--- config.mk ---
export PLATFORM = sky130hd
export DESIGN_NAME = riscv_trace_buffer_flat
export DESIGN_NICKNAME = d
export VERILOG_FILES = /design/src/rtl/riscv_trace_buffer_if.sv /design/src/rtl/riscv_trace_buffer.sv /design/src/flat_wrapper.sv
export SDC_FILE = /design/constraint.sdc
export NUM_CORES = 2
export LEC_CHECK = 0
export CAP_MARGIN = 25
export CELL_PAD_IN_SITES_DETAIL_PLACEMENT = 1
export CELL_PAD_IN_SITES_GLOBAL_PLACEMENT = 1
export CORE_MARGIN = 2
export CORE_UTILIZATION = 50
export DETAILED_ROUTE_END_ITERATION = 8
export PLACE_DENSITY_LB_ADDON = 0.1
export SLEW_MARGIN = 20
export SYNTH_ARGS = -nofsm -noshare
export SYNTH_HDL_FRONTEND = slang
export SYNTH_SLANG_ARGS = --single-unit
export TNS_END_PERCENT = 5
--- constraint.sdc ---
create_clock -name clk -period 5.6 [get_ports clk]
set_input_delay 1.68 -clock clk [delete_from_list [all_inputs] [get_ports clk]]
set_output_delay 1.68 -clock clk [all_outputs]
set_load 0.05 [all_outputs]
--- src/rtl/riscv_trace_buffer_if.sv ---
`default_nettype none
// ============================================================================
// Module      : riscv_trace_buffer_if
// Description : Readout stream of the trace buffer. The trace buffer drives
//               the entry fields and rd_valid/rd_last (master); the consumer
//               drives rd_ready (slave).
//   rd_valid    entry available          rd_ready    consumer accepts entry
//   rd_pc       entry PC                 rd_instr    entry instruction
//   rd_adr      entry ALU result/address rd_memwrite entry store flag
//   rd_last     final entry of the trace
// Revision    : 1.0 - initial release
// ============================================================================
interface riscv_trace_buffer_if #(
    parameter int XLEN = 32
);
    logic            rd_valid;
    logic            rd_ready;
    logic [XLEN-1:0] rd_pc;
    logic [31:0]     rd_instr;
    logic [XLEN-1:0] rd_adr;
    logic            rd_memwrite;
    logic            rd_last;

    modport master (
        output rd_valid, rd_pc, rd_instr, rd_adr, rd_memwrite, rd_last,
        input  rd_ready
    );

    modport slave (
        input  rd_valid, rd_pc, rd_instr, rd_adr, rd_memwrite, rd_last,
        output rd_ready
    );
endinterface
`default_nettype wire

--- src/rtl/riscv_trace_buffer.sv ---
`default_nettype none
// ============================================================================
// Module      : riscv_trace_buffer
// Description : On-chip trace capture for the RISC-V core. Records PC,
//               instruction, ALU result/address and MemWrite of each valid
//               capture sample into a circular buffer, stops a programmable
//               number of samples after a selectable trigger and streams the
//               held entries oldest-first over a valid/ready port.
// Ports       : clk, reset (async, active-low)
//               arm, trig_mode, trig_value, post_count   - capture control
//               cap_valid, cap_pc, cap_instr, cap_adr, cap_memwrite - taps
//               rd (riscv_trace_buffer_if.master)        - readout stream
//               rd_ts   (only with TRACE_TIMESTAMP_EN)   - entry timestamp
//               state, count                             - status
// Options     : TRACE_TIMESTAMP_EN adds a free-running cycle counter whose
//               value is stored per entry and presented on rd_ts.
// Revision    : 1.0 - initial release
// ============================================================================
module riscv_trace_buffer #(
    parameter int XLEN  = 32,
    parameter int DEPTH = 16,
    parameter int CNT_W = $clog2(DEPTH) + 1
`ifdef TRACE_TIMESTAMP_EN
    ,
    parameter int TS_W  = 16
`endif
) (
    input  wire logic             clk,
    input  wire logic             reset,
    input  wire logic             arm,
    input  wire logic [1:0]       trig_mode,
    input  wire logic [XLEN-1:0]  trig_value,
    input  wire logic [CNT_W-1:0] post_count,
    input  wire logic             cap_valid,
    input  wire logic [XLEN-1:0]  cap_pc,
    input  wire logic [31:0]      cap_instr,
    input  wire logic [XLEN-1:0]  cap_adr,
    input  wire logic             cap_memwrite,
    riscv_trace_buffer_if.master  rd,
`ifdef TRACE_TIMESTAMP_EN
    output logic [TS_W-1:0]       rd_ts,
`endif
    output logic [1:0]            state,
    output logic [CNT_W-1:0]      count
);
    localparam int PTR_W = $clog2(DEPTH);
    localparam logic [CNT_W-1:0] DEPTH_C  = CNT_W'(DEPTH);
    localparam logic [CNT_W-1:0] POST_MAX = CNT_W'(DEPTH - 1);

    typedef enum logic [1:0] {
        S_IDLE  = 2'd0,
        S_ARMED = 2'd1,
        S_POST  = 2'd2,
        S_DONE  = 2'd3
    } state_t;

    state_t           state_q, state_d;
    logic [PTR_W-1:0] wr_ptr, rd_ptr;
    logic [CNT_W-1:0] count_q, rd_cnt, remaining, post_q;
    logic [1:0]       mode_q;
    logic [XLEN-1:0]  value_q;

    logic [XLEN-1:0]  mem_pc    [DEPTH];
    logic [31:0]      mem_instr [DEPTH];
    logic [XLEN-1:0]  mem_adr   [DEPTH];
    logic             mem_mw    [DEPTH];

    logic             hit, do_arm, do_write, load_rem, dec_rem, go_done, do_pop, go_idle;
    logic [CNT_W-1:0] count_inc;
    logic [PTR_W-1:0] wr_ptr_inc;

    // Saturating count: once full, each new write overwrites the oldest entry.
    assign count_inc  = (count_q == DEPTH_C) ? count_q : count_q + 1'b1;
    assign wr_ptr_inc = wr_ptr + 1'b1;

    always_comb begin
        hit = 1'b0;
        case (mode_q)
            2'd0:    hit = cap_valid;
            2'd1:    hit = cap_valid && (cap_pc == value_q);
            2'd2:    hit = cap_valid && cap_memwrite;
            default: hit = cap_valid && cap_memwrite && (cap_adr == value_q);
        endcase
    end

    always_ff @(posedge clk or negedge reset) begin
        if (!reset) state_q <= S_IDLE;
        else        state_q <= state_d;
    end

    always_comb begin
        state_d  = state_q;
        do_arm   = 1'b0;
        do_write = 1'b0;
        load_rem = 1'b0;
        dec_rem  = 1'b0;
        go_done  = 1'b0;
        do_pop   = 1'b0;
        go_idle  = 1'b0;
        case (state_q)
            S_IDLE: begin
                if (arm) begin
                    do_arm  = 1'b1;
                    state_d = S_ARMED;
                end
            end
            S_ARMED: begin
                if (cap_valid) begin
                    do_write = 1'b1;
                    if (hit) begin
                        if (post_q == '0) begin
                            go_done = 1'b1;
                            state_d = S_DONE;
                        end else begin
                            load_rem = 1'b1;
                            state_d  = S_POST;
                        end
                    end
                end
            end
            S_POST: begin
                if (cap_valid) begin
                    do_write = 1'b1;
                    dec_rem  = 1'b1;
                    if (remaining == CNT_W'(1)) begin
                        go_done = 1'b1;
                        state_d = S_DONE;
                    end
                end
            end
            default: begin
                // Re-arm takes priority over a handshake in the same cycle.
                if (arm) begin
                    do_arm  = 1'b1;
                    state_d = S_ARMED;
                end else if (rd.rd_ready) begin
                    do_pop = 1'b1;
                    if (rd_cnt == CNT_W'(1)) begin
                        go_idle = 1'b1;
                        state_d = S_IDLE;
                    end
                end
            end
        endcase
    end

    always_ff @(posedge clk or negedge reset) begin
        if (!reset) begin
            wr_ptr    <= '0;
            rd_ptr    <= '0;
            count_q   <= '0;
            rd_cnt    <= '0;
            remaining <= '0;
            post_q    <= '0;
            mode_q    <= '0;
            value_q   <= '0;
        end else begin
            if (do_arm) begin
                wr_ptr  <= '0;
                count_q <= '0;
                mode_q  <= trig_mode;
                value_q <= trig_value;
                post_q  <= (post_count > POST_MAX) ? POST_MAX : post_count;
            end
            if (do_write) begin
                wr_ptr  <= wr_ptr_inc;
                count_q <= count_inc;
            end
            if (load_rem) remaining <= post_q;
            if (dec_rem)  remaining <= remaining - 1'b1;
            // go_done always coincides with the final write, so the post-write
            // count/pointer decide where the oldest entry sits.
            if (go_done) begin
                rd_ptr <= (count_inc == DEPTH_C) ? wr_ptr_inc : '0;
                rd_cnt <= count_inc;
            end
            if (do_pop) begin
                rd_ptr <= rd_ptr + 1'b1;
                rd_cnt <= rd_cnt - 1'b1;
            end
            if (go_idle) count_q <= '0;
        end
    end

    // Entry storage carries no reset; contents are only read in DONE.
    always_ff @(posedge clk) begin
        if (do_write) begin
            mem_pc[wr_ptr]    <= cap_pc;
            mem_instr[wr_ptr] <= cap_instr;
            mem_adr[wr_ptr]   <= cap_adr;
            mem_mw[wr_ptr]    <= cap_memwrite;
        end
    end

    assign rd.rd_valid    = (state_q == S_DONE);
    assign rd.rd_pc       = rd.rd_valid ? mem_pc[rd_ptr]    : '0;
    assign rd.rd_instr    = rd.rd_valid ? mem_instr[rd_ptr] : '0;
    assign rd.rd_adr      = rd.rd_valid ? mem_adr[rd_ptr]   : '0;
    assign rd.rd_memwrite = rd.rd_valid && mem_mw[rd_ptr];
    assign rd.rd_last     = rd.rd_valid && (rd_cnt == CNT_W'(1));
    assign state          = state_q;
    assign count          = count_q;

`ifdef TRACE_TIMESTAMP_EN
    logic [TS_W-1:0] ts_q;
    logic [TS_W-1:0] mem_ts [DEPTH];

    always_ff @(posedge clk or negedge reset) begin
        if (!reset) ts_q <= '0;
        else        ts_q <= ts_q + 1'b1;
    end

    always_ff @(posedge clk) begin
        if (do_write) mem_ts[wr_ptr] <= ts_q;
    end

    assign rd_ts = rd.rd_valid ? mem_ts[rd_ptr] : '0;
`endif
endmodule
`default_nettype wire

--- src/flat_wrapper.sv ---
// flat-port wrapper written by rule: the top's interface ports become plain ports
module riscv_trace_buffer_flat 
#(
    parameter int XLEN  = 32,
    parameter int DEPTH = 16,
    parameter int CNT_W = $clog2(DEPTH) + 1

)
  (clk, reset, arm, trig_mode, trig_value, post_count, cap_valid, cap_pc, cap_instr, cap_adr, cap_memwrite, state, count, rd_rd_valid, rd_rd_pc, rd_rd_instr, rd_rd_adr, rd_rd_memwrite, rd_rd_last, rd_rd_ready);
  riscv_trace_buffer_if #(.XLEN(XLEN)) rd_i ();
  input  wire logic clk;
  input  wire logic reset;
  input  wire logic arm;
  input  wire logic [1:0] trig_mode;
  input  wire logic [XLEN-1:0] trig_value;
  input  wire logic [CNT_W-1:0] post_count;
  input  wire logic cap_valid;
  input  wire logic [XLEN-1:0] cap_pc;
  input  wire logic [31:0] cap_instr;
  input  wire logic [XLEN-1:0] cap_adr;
  input  wire logic cap_memwrite;
  output logic [1:0] state;
  output logic [CNT_W-1:0] count;
  output wire logic [$bits(rd_i.rd_valid)-1:0] rd_rd_valid;
  output wire logic [$bits(rd_i.rd_pc)-1:0] rd_rd_pc;
  output wire logic [$bits(rd_i.rd_instr)-1:0] rd_rd_instr;
  output wire logic [$bits(rd_i.rd_adr)-1:0] rd_rd_adr;
  output wire logic [$bits(rd_i.rd_memwrite)-1:0] rd_rd_memwrite;
  output wire logic [$bits(rd_i.rd_last)-1:0] rd_rd_last;
  input wire logic [$bits(rd_i.rd_ready)-1:0] rd_rd_ready;
  assign rd_rd_valid = rd_i.rd_valid;
  assign rd_rd_pc = rd_i.rd_pc;
  assign rd_rd_instr = rd_i.rd_instr;
  assign rd_rd_adr = rd_i.rd_adr;
  assign rd_rd_memwrite = rd_i.rd_memwrite;
  assign rd_rd_last = rd_i.rd_last;
  assign rd_i.rd_ready = rd_rd_ready;
  riscv_trace_buffer #(.XLEN(XLEN), .DEPTH(DEPTH), .CNT_W(CNT_W)) u_core (.clk(clk), .reset(reset), .arm(arm), .trig_mode(trig_mode), .trig_value(trig_value), .post_count(post_count), .cap_valid(cap_valid), .cap_pc(cap_pc), .cap_instr(cap_instr), .cap_adr(cap_adr), .cap_memwrite(cap_memwrite), .rd(rd_i), .state(state), .count(count));
endmodule
== Word-level counts from Yosys, hierarchy flattened ==
Memory sizes are Yosys's and may differ from the RTL's.
Cells that the tools add are included.

* Bits in registers: 64
* Bits in writable memories: 1,552
* Bits of input ports: 141
* Output and inout bits: 106
* Memories: 4

* $add $sub $neg: 5
* Magnitude comparators: 1
* Eq/ne operators: 16
* Multiplexer cells: 52
* Reduce and logical (&&, ||, !) cells: 17

{| class="wikitable"
|+ Memories
! name !! depth !! bits a word !! read ports !! clocked after memory_dff !! write ports !! RTL line !! source
|-
| u_core.mem_adr || 16 || 32 || 1 || 0 || 1 || riscv_trace_buffer.sv:65 || <nowiki>logic [XLEN-1:0] mem_adr [DEPTH];</nowiki>
|-
| u_core.mem_instr || 16 || 32 || 1 || 0 || 1 || riscv_trace_buffer.sv:64 || <nowiki>logic [31:0] mem_instr [DEPTH];</nowiki>
|-
| u_core.mem_pc || 16 || 32 || 1 || 0 || 1 || riscv_trace_buffer.sv:63 || <nowiki>logic [XLEN-1:0] mem_pc [DEPTH];</nowiki>
|-
| u_core.mem_mw || 16 || 1 || 1 || 0 || 1 || riscv_trace_buffer.sv:66 || <nowiki>logic mem_mw [DEPTH];</nowiki>
|}

{| class="wikitable"
|+ Operators with widths
! cell !! count
|-
| two-way mux 32 bit || 3
|-
| equality test 32 bit || 2
|-
| two-way mux 5 bit || 9
|-
| two-way mux 1 bit || 24
|-
| two-way mux 4 bit || 5
|-
| two-way mux 2 bit || 8
|-
| equality test 5 x 1 -> 1 bit (second input constant) || 2
|-
| equality test 5 bit (second input constant) || 2
|-
| subtractor 5 x 1 -> 5 bit (second input constant) || 2
|-
| adder 4 x 1 -> 4 bit (second input constant) || 2
|-
| nonzero test 4 bit || 2
|-
| AND reduction 7 bit || 1
|-
| equality test 2 bit (second input constant) || 3
|-
| inequality test 2 bit (second input constant) || 3
|-
| one-hot mux 2 bit (3 select lines) || 1
|-
| nonzero test 2 bit || 3
|-
| adder 5 x 1 -> 5 bit (second input constant) || 1
|-
| > comparator 5 x 4 -> 1 bit (second input constant) || 1
|-
| logical AND 1 bit || 5
|-
| zero test 5 bit || 1
|-
| equality test 2 x 1 -> 1 bit (second input constant) || 2
|-
| zero test 2 bit || 2
|-
| inequality test 2 x 1 -> 1 bit (second input constant) || 2
|-
| one-hot mux 1 bit (3 select lines) || 1
|-
| other kinds (4) || 4
|}

== Logic depth before layout (Yosys ltp) ==
* Depth after elaboration: 8
* Gate-level depth with buffers: 10

== Worst setup path after synthesis ==
Ideal clock, no wire load.

* Path type: input port to flip-flop
* Start point: input cap_valid
* End point: memory u_core.mem_adr[4][0], enable pin
* Library setup time: 467 ps
* Arrival time: 4,840 ps
* Slack: 293 ps
* Stages: 6
* Cell sequence: clkbuf_1 and2_1 clkbuf_1 nand2_1 nor2_1 and2_1

* Word-level cells in the longest chain between the ends: 4

{| class="wikitable"
|+ Ends and longest elaborated chain
! what !! RTL line !! source
|-
| start: declaration || flat_wrapper.sv:17 || <nowiki>input wire logic cap_valid;</nowiki>
|-
| two-way mux 1 bit || riscv_trace_buffer.sv:108, riscv_trace_buffer.sv:122 ||
|-
| two-way mux 1 bit || -- ||
|-
| two-way mux 1 bit || riscv_trace_buffer.sv:187 || <nowiki>if (do_write) begin</nowiki>
|-
| two-way mux 1 bit (not written as such) || riscv_trace_buffer.sv:190 || <nowiki>mem_adr[wr_ptr] <= cap_adr;</nowiki>
|-
| end: declaration || riscv_trace_buffer.sv:65 ||
|}

No other way between the ends.

== Worst setup path in the final report ==
* Start point: register u_core.rd_ptr[0]
* End point: output rd_rd_pc[2]

* Word-level cells in the longest chain between the ends: 2

{| class="wikitable"
|+ Ends and longest elaborated chain
! what !! RTL line !! source
|-
| start: declaration || riscv_trace_buffer.sv:58 || <nowiki>logic [PTR_W-1:0] wr_ptr, rd_ptr;</nowiki>
|-
| start signal: assignment || riscv_trace_buffer.sv:174 || <nowiki>rd_ptr <= (count_inc == DEPTH_C) ? wr_ptr_inc : '0;</nowiki>
|-
| start signal: assignment || riscv_trace_buffer.sv:178 || <nowiki>rd_ptr <= rd_ptr + 1'b1;</nowiki>
|-
| memory (16 x 32 bit) || -- ||
|-
| two-way mux 32 bit || riscv_trace_buffer.sv:196 || <nowiki>assign rd.rd_pc = rd.rd_valid ? mem_pc[rd_ptr] : '0;</nowiki>
|-
| end: declaration || flat_wrapper.sv:25 || <nowiki>output wire logic [$bits(rd_i.rd_pc)-1:0] rd_rd_pc;</nowiki>
|}

No other way between the ends.

==> results.toml <==
[power]
max-vdd-ir-drop_mv = 0.3455
internal_power_uw = 24570
power.share.switching_pct = 28.03
power_density_relative_to_cell_area_mw_per_mm2 = 462.0
p_switching_uw = 9569
post-layout-total-power_uw = 34140
p_seq_share_pct = 42.7
power_frac_comb_pct = 25.5
leakage_uw = 0.02356
pwr-share-clk_pct = 31.8

[clocking]
cts-root-to-sink-buffers = 3
clk_root_buffer_cell = "clkbuf_16"
cts_hold_buffers = 0
worst_skew_pair.late_latency_ps = 770
cts_max_level = 4
post-cts-setup-buffer-count = 0
cts.sinks = 1616
clk_transition_reported_paths_ps = 60
clock_tree_from_tritoncts = "built"
tritoncts.num_buffers = 167

[min_path]
timing.hold.worst_path_depth = 1
worst_hold_path_type = "reg2reg"

[detailed_routing]
routed_wire_length_per_instance_um = 33.56
detail_route.iter0.violations = 3245
vias_per_cell = 6.132
vias = 29850
drtAntennaViolNets = 0
remaining_drc_errors = 0
drt_first_pass_iters = 7
finalWirelength_um = 163400

[synthesis]
asyncSetResetFlopFracSynth_pct = 3.960
ys_top_cells_by_area = "edfxtp_1 (74%), mux4_2 (17%), dfrtp_1 (2.6%)"
synth-edff-count = 1552
synth_warnings = 0
synth_area_leader_cell = "edfxtp_1"
synth_flop_cell = "edfxtp_1"
synthesis.instances = 2653
synth_top_cell_area_share_pct = 74.48
synth.cell_area_mm2 = 0.06257
nets_in_the_synthesized_netlist = 2810
synth_area_per_cell_um2 = 23.59
yosysUniqueCellTypes = 51
yosysSeqAreaShare_pct = 77.04
synth-seq-cells = 1616

[status]
status = "completed"

[global_route]
antenna_found_initial = 21
grt_pass1_vias = 32310
grtUsageTotal_pct = 26.10
residual_overflow_from_global_routing = 0
first_pass_grt_wire_length_um = 234000
grt_max_degree = 77

[timing]
finalCriticalPeriod_ps = 5496
timing_worst_slew_pin_value_ps = 863.1
report.final.setup_viol = 0
timing.slew.headroom_pct = 42.28
finalHoldWorstSlack_ps = 567.6
fmaxAchievable_mhz = 182.0
finalHoldViolations = 0
fin_ws_ps = 104.3
rsz0062_at_grt = "true"
min_period_over_period_pct = 98.14
fin_tns_setup_ps = 0
maxSlewViolCount = 0
final.setup_skew_ps = 19.49

[floorplanning]
chipWidth_um = 357.8
row_count = 129
initial_standard_cell_utilization_of_the_core_pct = 50.48
core-area_mm2 = 0.1240
fp.dieArea_mm2 = 0.1280
top_level_i_o_count = 247
die_h_um = 357.8

[critical_path]
slowest_stage = "clkdlybuf4s50_1"
crit_path_max_incr_delay_ps = 770
worstSetupStartpointType = "flop"
worst-endpoint-arrival_ps = 3820
cell_breakdown_of_the_critical_path = "buf_12 -> buf_4 -> mux4_2 -> mux4_2 -> and2_1 -> clkdlybuf4s50_1"
worst_path_most_repeated_cell = "mux4_2"
cp_data_required_time_ps = 3920
largest_fanout_of_any_net_on_the_critical_path = 15
worst-setup-path-type = "reg2out"
crit_path_end_kind = "primary output"
worst-r2r-cell-count = 10

[final_layout]
post_route_cells_drive_above_1_share_pct = 30.12
multi_input_comb_area_mm2 = 0.01387
area.growth.synth_to_final_pct = 18.12
finalNetCount = 3252
fillerInstances = 10120
sequential_cell_area_mm2 = 0.04822
finish.utilization_pct = 59.62

[placement]
port_buffers = 246
post-dp-hpwl_um = 94240
dpl_worst_slack_ps = 81.71
routability_cong = 0.8422

[run]
drv.max_cap_violation_count = 0
-- final timing paths --
path / startpoint / end / slack (ps)
min reg2reg: u_core.post_q[4]$_DFFE_PN0P_ / u_core.post_q[4]$_DFFE_PN0P_ / 570
min: u_core.post_q[4]$_DFFE_PN0P_ / u_core.post_q[4]$_DFFE_PN0P_ / 570
max reg2reg: u_core.value_q[10]$_DFFE_PN0P_ / u_core.rd_cnt[0]$_DFFE_PN0P_ / 1720
min in group asynchronous: reset / u_core.state[0]$_DFFE_PN0P_ / 990
max: u_core.rd_ptr[0]$_DFFE_PN0P_ / rd_rd_pc[2] / 100
max in group asynchronous: reset / u_core.rd_ptr[3]$_DFFE_PN0P_ / 3580
-- sequential cells by signal (all words and copies together) (netlist names) --
| register | cells |
|---|---|
| u_core.count | 5 |
| u_core.mode_q | 2 |
| u_core.mem_mw | 16 |
| u_core.remaining | 5 |
| u_core.rd_ptr | 4 |
| u_core.rd_cnt | 5 |
| u_core.value_q | 32 |
| u_core.state | 2 |
| u_core.wr_ptr | 4 |
| u_core.post_q | 5 |
| u_core.mem_adr | 512 |
| u_core.mem_instr | 512 |
| u_core.mem_pc | 512 |
-- Yosys cell counts, types with 2 or more instances --
| master | n |
|---|---|
| and3_1 | 6 |
| xor2_1 | 29 |
| and2_1 | 112 |
| o221a_2 | 2 |
| clkbuf_1 | 84 |
| mux2_2 | 33 |
| a22oi_1 | 2 |
| a311oi_1 | 2 |
| nand3_1 | 7 |
| nand4_1 | 15 |
| o311a_1 | 3 |
| edfxtp_1 | 1552 |
| a211oi_1 | 3 |
| inv_1 | 15 |
| a22o_1 | 3 |
| nor3_1 | 8 |
| o21ai_0 | 14 |
| nand2_1 | 26 |
| nor2_1 | 33 |
| ha_1 | 16 |
| xnor2_1 | 42 |
| nand3b_1 | 4 |
| o221ai_1 | 2 |
| mux4_2 | 485 |
| nor2b_1 | 2 |
| buf_1 | 47 |
| dfrtp_1 | 64 |
| nor4_1 | 8 |
| a21oi_1 | 12 |
-- power by group through the flow --
stage	registers, uW	clock network (uW)	logic [uW]
5_1_grt	14600	11500	9260
6_report	14600	10900	8690
3_3_place_gp	14800	0	8630
3_5_place_dp	14800	0	8800
4_1_cts	14600	11100	8810
2_1_floorplan	14600	0	5960
-- cells in the final DEF (no fill, tap or decap), types with 32 or more instances in the layout --
master / Yosys / final
and2_1: 112 / 100
buf_12: 0 / 60
buf_4: 1 / 129
clkbuf_1: 84 / 32
clkbuf_16: 0 / 175
clkdlybuf4s50_1: 0 / 170
clkinv_1: 0 / 37
dfrtp_1: 64 / 60
edfxtp_1: 1552 / 1552
mux2_2: 33 / 33
mux4_2: 485 / 485
nor2_1: 33 / 33
xnor2_1: 42 / 42
-- through the flow --
| step | area (um^2) | instances |
|---|---|---|
| finish | 73910 | 4868 |
| floorplan | 62570 | 2653 |
| detailed placement | 68540 | 4562 |
| global route | 73900 | 4865 |
| global placement | 68540 | 4562 |
| CTS | 73840 | 4863 |
-- critical path, delay by kind of cell (launching register included) --
kind	cells	cell delay, ps
DFF	1	640
buffers and inverters	3	1200
muxes	2	980
and+or+nand+nor	1	200
-- kinds of logic (layout without fill, tap and decap cells) --
kind of cell	Yosys count	count (layout)	share of synthesized area (%)
mux	519	519	18.07
compound gates	54	54	0.6159
other cells	0	4	0
fa+ha+maj	16	16	0.3199
xor+xnor	71	71	0.9938
simple gates	229	229	2.058
buf+inv	148	722	0.9058
flops	1616	1616	77.04
-- layer usage --
metal / vias up / global-route usage, % / routed length, um
met5: - / 0 / 151
met4: 24 / 7.640 / 4084
met3: 255 / 5.435 / 10850
met2: 1075 / 41.72 / 80290
met1: 16340 / 36.82 / 67980
li1: 12160 / - / -
-- layout make-up --
type,count,share of cell area [%]
timing repair buffer,406,5.920
clock buffer,211,6.147
tap,1637,2.771
sequential,1616,65.24
inverter,15,0.07618
multi-input combinational,889,18.77
clock inverter,90,1.063
antenna,4,0.01354
-- what timing repair did --
| item | in CTS | in global routing |
|---|---|---|
| resized for setup | 33 | 12 |
| setup endpoints to repair | 43 | 34 |
| pin swaps | 0 | 0 |
| gates cloned | 0 | 1 |
Note: power is estimated with default switching activity, not from simulation.
